`config.mk`:
```
export PLATFORM = sky130hd
export DESIGN_NAME = pc_seq
export DESIGN_NICKNAME = d
export VERILOG_FILES = /design/src/rtl/pc_seq.sv
export SDC_FILE = /design/constraint.sdc
export NUM_CORES = 1
export LEC_CHECK = 0
export CAP_MARGIN = 15
export CORE_MARGIN = 10
export CORE_UTILIZATION = 25
export CTS_BUF_LIST = sky130_fd_sc_hd__clkbuf_16
export CTS_CLUSTER_DIAMETER = 50
export CTS_CLUSTER_SIZE = 10
export DETAILED_ROUTE_END_ITERATION = 16
export PLACE_DENSITY_LB_ADDON = 0.25
export SETUP_SLACK_MARGIN = 0.5
export SYNTH_ARGS = -nofsm -noshare
export SYNTH_HDL_FRONTEND = slang
export SYNTH_SLANG_ARGS = --single-unit
```
`constraint.sdc`:
```
create_clock -name ck -period 2 [get_ports ck]
set_input_delay 0.5 -clock ck [delete_from_list [all_inputs] [get_ports ck]]
set_output_delay 0.5 -clock ck [all_outputs]
set_load 0.05 [all_outputs]
```
`src/rtl/pc_seq.sv`:
```
// Program-counter sequencer: alternates FETCH/EXEC, picks the next pc per instruction class,
// and stops in HALT or FAULT on halt instructions or return-stack overflow/underflow.
module pc_seq #(
    parameter int              AW       = 12,
    parameter int              DEPTH    = 4,
    parameter logic [AW-1:0]   RESET_PC = 12'h000
) (
    input  logic          ck,
    input  logic          res,
    input  logic          stall,
    input  logic [3:0]    kind,
    input  logic [AW-1:0] target,
    input  logic          zf,
    input  logic [AW-1:0] stack_d,
    input  logic [2:0]    sp,
    output logic          ck2,
    output logic [AW-1:0] pc,
    output logic [AW-1:0] one_addr,
    output logic          halted,
    output logic [1:0]    fault
);

    localparam logic [2:0] DEPTH_SP = 3'(DEPTH);

    typedef enum logic [1:0] {
        ST_FETCH = 2'd0,
        ST_EXEC  = 2'd1,
        ST_HALT  = 2'd2,
        ST_FAULT = 2'd3
    } state_t;

    state_t        r_state;
    state_t        w_state_nxt;
    logic [AW-1:0] r_pc;
    logic [AW-1:0] w_pc_nxt;
    logic [AW-1:0] w_pc_inc;
    logic [1:0]    r_fault;
    logic [1:0]    w_fault_nxt;
    logic          r_ck2;
    logic          r_halted;

    // Natural AW-bit wrap gives the all-ones -> 0 rollover with no carry out.
    assign w_pc_inc = r_pc + AW'(1);

    always_comb begin
        w_state_nxt = r_state;
        w_pc_nxt    = r_pc;
        w_fault_nxt = r_fault;
        case (r_state)
            ST_FETCH: begin
                if (!stall) begin
                    w_state_nxt = ST_EXEC;
                end
            end
            ST_EXEC: begin
                w_state_nxt = ST_FETCH;
                w_pc_nxt    = w_pc_inc;
                case (kind)
                    4'b0100: begin
                        if (zf) begin
                            w_pc_nxt = target;
                        end
                    end
                    4'b0101: w_pc_nxt = target;
                    4'b0110: begin
                        if (sp < DEPTH_SP) begin
                            w_pc_nxt = target;
                        end else begin
                            w_pc_nxt    = r_pc;
                            w_state_nxt = ST_FAULT;
                            w_fault_nxt = 2'b01;
                        end
                    end
                    4'b0111: begin
                        if (sp != 3'd0) begin
                            w_pc_nxt = stack_d;
                        end else begin
                            w_pc_nxt    = r_pc;
                            w_state_nxt = ST_FAULT;
                            w_fault_nxt = 2'b10;
                        end
                    end
                    4'b1111: begin
                        w_pc_nxt    = r_pc;
                        w_state_nxt = ST_HALT;
                    end
                    default: ;
                endcase
            end
            default: ;
        endcase
    end

    // ck2 and halted are registered from the next state so they change with the state, glitch-free.
    always_ff @(posedge ck or posedge res) begin
        if (res) begin
            r_state  <= ST_FETCH;
            r_pc     <= RESET_PC;
            r_fault  <= 2'b00;
            r_ck2    <= 1'b1;
            r_halted <= 1'b0;
        end else begin
            r_state  <= w_state_nxt;
            r_pc     <= w_pc_nxt;
            r_fault  <= w_fault_nxt;
            r_ck2    <= (w_state_nxt != ST_EXEC);
            r_halted <= (w_state_nxt == ST_HALT) || (w_state_nxt == ST_FAULT);
        end
    end

    assign ck2      = r_ck2;
    assign pc       = r_pc;
    assign one_addr = w_pc_inc;
    assign halted   = r_halted;
    assign fault    = r_fault;

endmodule

```
== Word-level counts from Yosys, hierarchy flattened ==
Cells that the tools add are included.

* Bits in registers: 18
* Bits of input ports: 35
* Output and inout bits: 28
* Word-level logic and storage cells: 39

* Add/subtract/negate cells: 1
* Magnitude comparators: 1
* Eq/ne operators: 13
* Muxes and demuxes: 12
* Bitwise logic cells: 1
* Reductions and logical operators: 6

{| class="wikitable"
|+ Operator list
! operator !! count
|-
| one-hot mux 12 bit (5 select lines) || 1
|-
| 2-to-1 mux 12 bit || 3
|-
| == test 4 x 3 -> 1 bit, second input constant || 4
|-
| adder 12 x 1 -> 12 bit, second input constant || 1
|-
| 2-to-1 mux 2 bit || 5
|-
| inequality test 2 bit, second input constant || 4
|-
| one-hot mux 2 bit (2 select lines) || 2
|-
| AND reduction 4 bit || 2
|-
| one-hot mux 2 bit (3 select lines) || 1
|-
| == test 2 bit, second input constant || 2
|-
| == test 4 bit, second input constant || 1
|-
| < comparator 3 bit, second input constant || 1
|-
| nonzero test 3 bit || 1
|-
| == test 2 x 1 -> 1 bit, second input constant || 1
|-
| logical NOT 2 bit || 1
|-
| inequality test 2 x 1 -> 1 bit, second input constant || 1
|-
| nonzero test 2 bit || 1
|-
| logical OR 1 bit || 1
|-
| inverter 1 bit || 1
|}

== Longest topological paths before layout ==
* Depth after elaboration: 6
* Gate-level depth with buffers: 7
* Gate-level depth less buffers: 5

== Worst setup path before layout ==
No wires, ideal clock.

* Kind: flip-flop to output port
* Start point: reg r_pc[0] (netlist: pc[0])
* End point: out one_addr[6]
* Arrival: 2.243 ns
* Required time: 1.500 ns
* Path slack: -0.743 ns
* Cell stages (with the launch flop): 5
* Path buffers: 0
* Cell sequence: dfrtp_1 -> ha_1 -> and3_1 -> nand3_1 -> xnor2_1

* Word-level cells in the longest chain between the ends: 1

{| class="wikitable"
|+ RTL lines
! item !! line !! source
|-
| from (decl) || 34 || <nowiki>logic [AW-1:0] r_pc;</nowiki>
|-
| from (signal assigned) || 104 || <nowiki>r_pc <= w_pc_nxt;</nowiki>
|-
| adder 12 x 1 -> 12 bit || 43 || <nowiki>assign w_pc_inc = r_pc + AW'(1);</nowiki>
|-
| to (decl) || 18 || <nowiki>output logic [AW-1:0] one_addr,</nowiki>
|}

No other way between the ends.

== Worst setup path after layout ==
* Start point: reg r_pc[0] (netlist: pc[0])
* End point: out one_addr[8]

Same word-level chain as after synthesis.

==> impl_metrics.yaml <==
die:
  die_x_um: 95.0
  fp.dieH_um: 95.0
  initial_utilization: 0.257
  placement_rows: 27
  core_area_um2: 5470
  io_pins: 63
  die-area_um2: 9030
synth:
  postSynth.asyncResetShare: 1.00
  yosys_register_bits: 18
  synth.distinct_cells: 44
  syn_avg_cell_area_um2: 9.64
  yosys_warnings: 0
  synth.yosys.seq_area_share: 0.321
  synth-edff-count: 0
  postSynth.topFlopCell: "sky130_fd_sc_hd__dfrtp_1"
  syn_nets: 182
  syn-instance-count: 146
  syn-cell-area_um2: 1410
power:
  combPwrFrac: 0.760
  power_switching_share: 0.469
  vdd_drop_max_uv: 966
  total_switching_power_mw: 2.19
  power.share.sequential: 0.149
  power_density_nw_per_um2: 1480
  p_int_mw: 2.48
  power.static_leakage_nw: 1.30
  pwr-share-clk: 0.090
finish:
  layout-drive-gt1-share: 0.613
  layout_commonest_cell: "sky130_fd_sc_hd__buf_4"
  area_growth_pct: 124
  seqCellArea_um2: 468
  finish.utilization: 0.575
  layout_common_cells: "sky130_fd_sc_hd__buf_4 (47), sky130_fd_sc_hd__clkdlybuf4s50_1 (26), sky130_fd_sc_hd__buf_6 (24), sky130_fd_sc_hd__buf_12 (12), sky130_fd_sc_hd__dfrtp_2 (10)"
  design.final.nets: 298
  area_taken_by_multi_input_logic_gates_um2: 1220
  diodes: 0
  num-fill-cells: 476
sta:
  maxClockFrequency_mhz: 463
  clock-skew-final_ns: 0.00404
  final-setup-viol-count: 8
  max-slew-margin-rel: 0.777
  worst_slew_pin_slew_ns: 0.334
  final-hold-violation-count: 0
  timing_max_transition_violations_final: 0
  fin_ws_ns: -0.162
  final_period_minus_worst_setup_slack_ns: 2.16
  final.hold.worst_slack_ns: 0.519
  fin_crit_sh: 1.08
  rsz0062_at_grt: "yes"
detailed_routing:
  drc: 0
  via_count: 1754
  drt_first_pass_iters: 4
  detail_route.wirelength_mm: 5.96
  final_antenna_net_count: 0
  routed_via_density: 5.27
  initialDrtViolationCount: 103
  route.detailed.wl_per_inst_um: 17.9
worst_setup_path:
  setup.worst_path.end_class: "output port"
  critical_path.n_buffers_inverters: 1
  cp.arrival_ns: 1.66
  critPathRequiredTime_ns: 1.50
  worstSetupPathType: "flip-flop to output port"
  path_max_fanout: 5
  kind_of_cell_adding_the_most_delay_to_the_critical_path: "simple AND/OR/NAND/NOR gates"
  timing.critical_path.cells: "ha_4 -> and3_4 -> and4_1 -> or2_4 -> buf_12"
  max_stage_delay_ns: 0.49
  critical-path-slowest-cell: "sky130_fd_sc_hd__dfrtp_4"
  worst_setup_path_start_kind: "flip-flop"
grt:
  groute.usage.overall: 0.130
  grt_overflow: 0
  grt_pass1_wl_mm: 9.34
  first_global_vias: 1845
  antenna_found_initial: 0
  grt_max_degree: 19
clocking:
  cts_inserted_buffers: 3
  cts_tree: "yes"
  holdBufCountCts: 0
  cts.path.max_buffers: 2
  clock_insertion_delay_worst_skew_ns: 0.25
  clock_tree.root_cell: "sky130_fd_sc_hd__clkbuf_16"
  clk_pin_slew_ns: 0.06
  h-tree-depth: 1
  numClockSinks: 18
placement:
  count_of_buffers_inserted_at_the_top_level_ports: 62
  place_congestion: 0.774
  hpwlAfterDp_mm: 4.47
run_status:
  failed_checks: "negative setup slack"
  status: "finished, violations left"
run:
  number_of_max_capacitance_violations_reported: 0
worst_hold_path:
  worstHoldPathType: "flip-flop to flip-flop"
==> synth_stat cells (2+ instances only) <==
cell	count	area [um^2]
sky130_fd_sc_hd__a211o_1	7	61.3
sky130_fd_sc_hd__a31oi_1	2	12.5
sky130_fd_sc_hd__inv_1	6	22.5
sky130_fd_sc_hd__and3_1	3	18.8
sky130_fd_sc_hd__a22o_1	8	70.1
sky130_fd_sc_hd__o2bb2ai_1	2	17.5
sky130_fd_sc_hd__o221ai_1	11	96.3
sky130_fd_sc_hd__nand3_1	4	20.0
sky130_fd_sc_hd__buf_6	3	33.8
sky130_fd_sc_hd__a41o_1	2	20.0
sky130_fd_sc_hd__nor2b_1	3	18.8
sky130_fd_sc_hd__o211ai_1	2	15.0
sky130_fd_sc_hd__nand2_1	4	15.0
sky130_fd_sc_hd__nand4_1	2	12.5
sky130_fd_sc_hd__nor2_1	3	11.3
sky130_fd_sc_hd__buf_2	5	25.0
sky130_fd_sc_hd__o21ai_2	2	17.5
sky130_fd_sc_hd__xnor2_1	8	70.1
sky130_fd_sc_hd__mux2_2	3	33.8
sky130_fd_sc_hd__o32ai_2	4	65.1
sky130_fd_sc_hd__o21ai_0	2	10.0
sky130_fd_sc_hd__and4_1	3	26.3
sky130_fd_sc_hd__dfrtp_1	17	425
sky130_fd_sc_hd__a21oi_1	13	65.1
sky130_fd_sc_hd__clkbuf_1	3	11.3
sky130_fd_sc_hd__o32ai_1	5	43.8
sky130_fd_sc_hd__or3_1	2	12.5
==> layout make-up <==
cell class	instances	area share
clock buffers	3	0.0238
clock inverters	1	0.00119
inverters	6	0.00795
multi-input cells	111	0.389
flip-flops and latches	18	0.149
well taps	72	0.0286
repair buffers	122	0.401
==> power groups by stage <==
stage | combinational, mW | clock (mW) | sequential (mW)
floorplan | 1.24 | 0 | 1.29
global placement | 3.14 | 0 | 0.684
detailed placement | 3.16 | 0 | 0.689
CTS | 3.38 | 0.426 | 0.685
global route | 3.71 | 0.447 | 0.720
finish | 3.55 | 0.422 | 0.697
==> routing by layer <==
metal  vias to the layer above  track usage  wire, um
met1                       871        0.152      2390
met3                         4       0.0251       317
li1                        828            -         -
met5                         -            0         0
met2                        51        0.232      3210
met4                         0       0.0411        41
==> state kept, by name (all words and copies together), names as in the netlist <==
signal and flops:
pc 12, fault 2, r_state 2, ck2 1, halted 1
==> what timing repair did <==
| item | in CTS | in global routing |
|---|---|---|
| pin swaps | 21 | 6 |
| gates cloned | 2 | 0 |
| gates resized for setup | 62 | 30 |
| buffers inserted | 11 | 7 |
| endpoints found under the setup margin | 36 | 38 |
==> tightest hold or removal path, delay by kind of cell, from the launching register on <==
kind	cells	cell delay [ns]
mux	1	0.06
flops	1	0.37
buf+inv	1	0.05
==> path summary, 6_finish.rpt <==
kind	from	end	slack, ns	cells past startpoint
max	pc[0]	one_addr[8]	-0.16	5
min	fault[0]	fault[0]	0.52	2
max reg2reg	pc[1]	pc[9]	0.16	6
min reg2reg	fault[0]	fault[0]	0.52	2
max in group asynchronous	res	ck2	1.16	3
min in group asynchronous	res	pc[7]	0.57	3
==> metrics by stage <==
| stage | instances | total power [mW] | setup WS, ns | area, um^2 | setup TNS, ns |
|---|---|---|---|---|---|
| 6_report | 333 | 4.67 | -0.162 | 3150 | -0.647 |
| 5_1_grt | 333 | 4.88 | -0.203 | 3150 | -1.07 |
| 4_1_cts | 326 | 4.49 | -0.145 | 3010 | -0.671 |
| 3_5_place_dp | 309 | 3.85 | -0.192 | 2670 | -2.01 |
| 3_3_place_gp | 309 | 3.82 | -0.158 | 2670 | -2.07 |
| 2_1_floorplan | 146 | 2.53 | -0.112 | 1670 | -0.334 |
==> cell families (layout without fill, tap and decap cells) <==
group,Yosys count,count (layout),share of synthesized area
AO/OA/AOI/OAI,68,69,0.400
XOR/XNOR,9,9,0.0560
adder cells (fa/ha/maj),1,1,0.00889
buffers and inverters,18,132,0.0684
flip-flops,18,18,0.321
multiplexers,4,4,0.0311
AND/OR/NAND/NOR,28,28,0.115
Note: power is estimated with default switching activity, not from simulation.
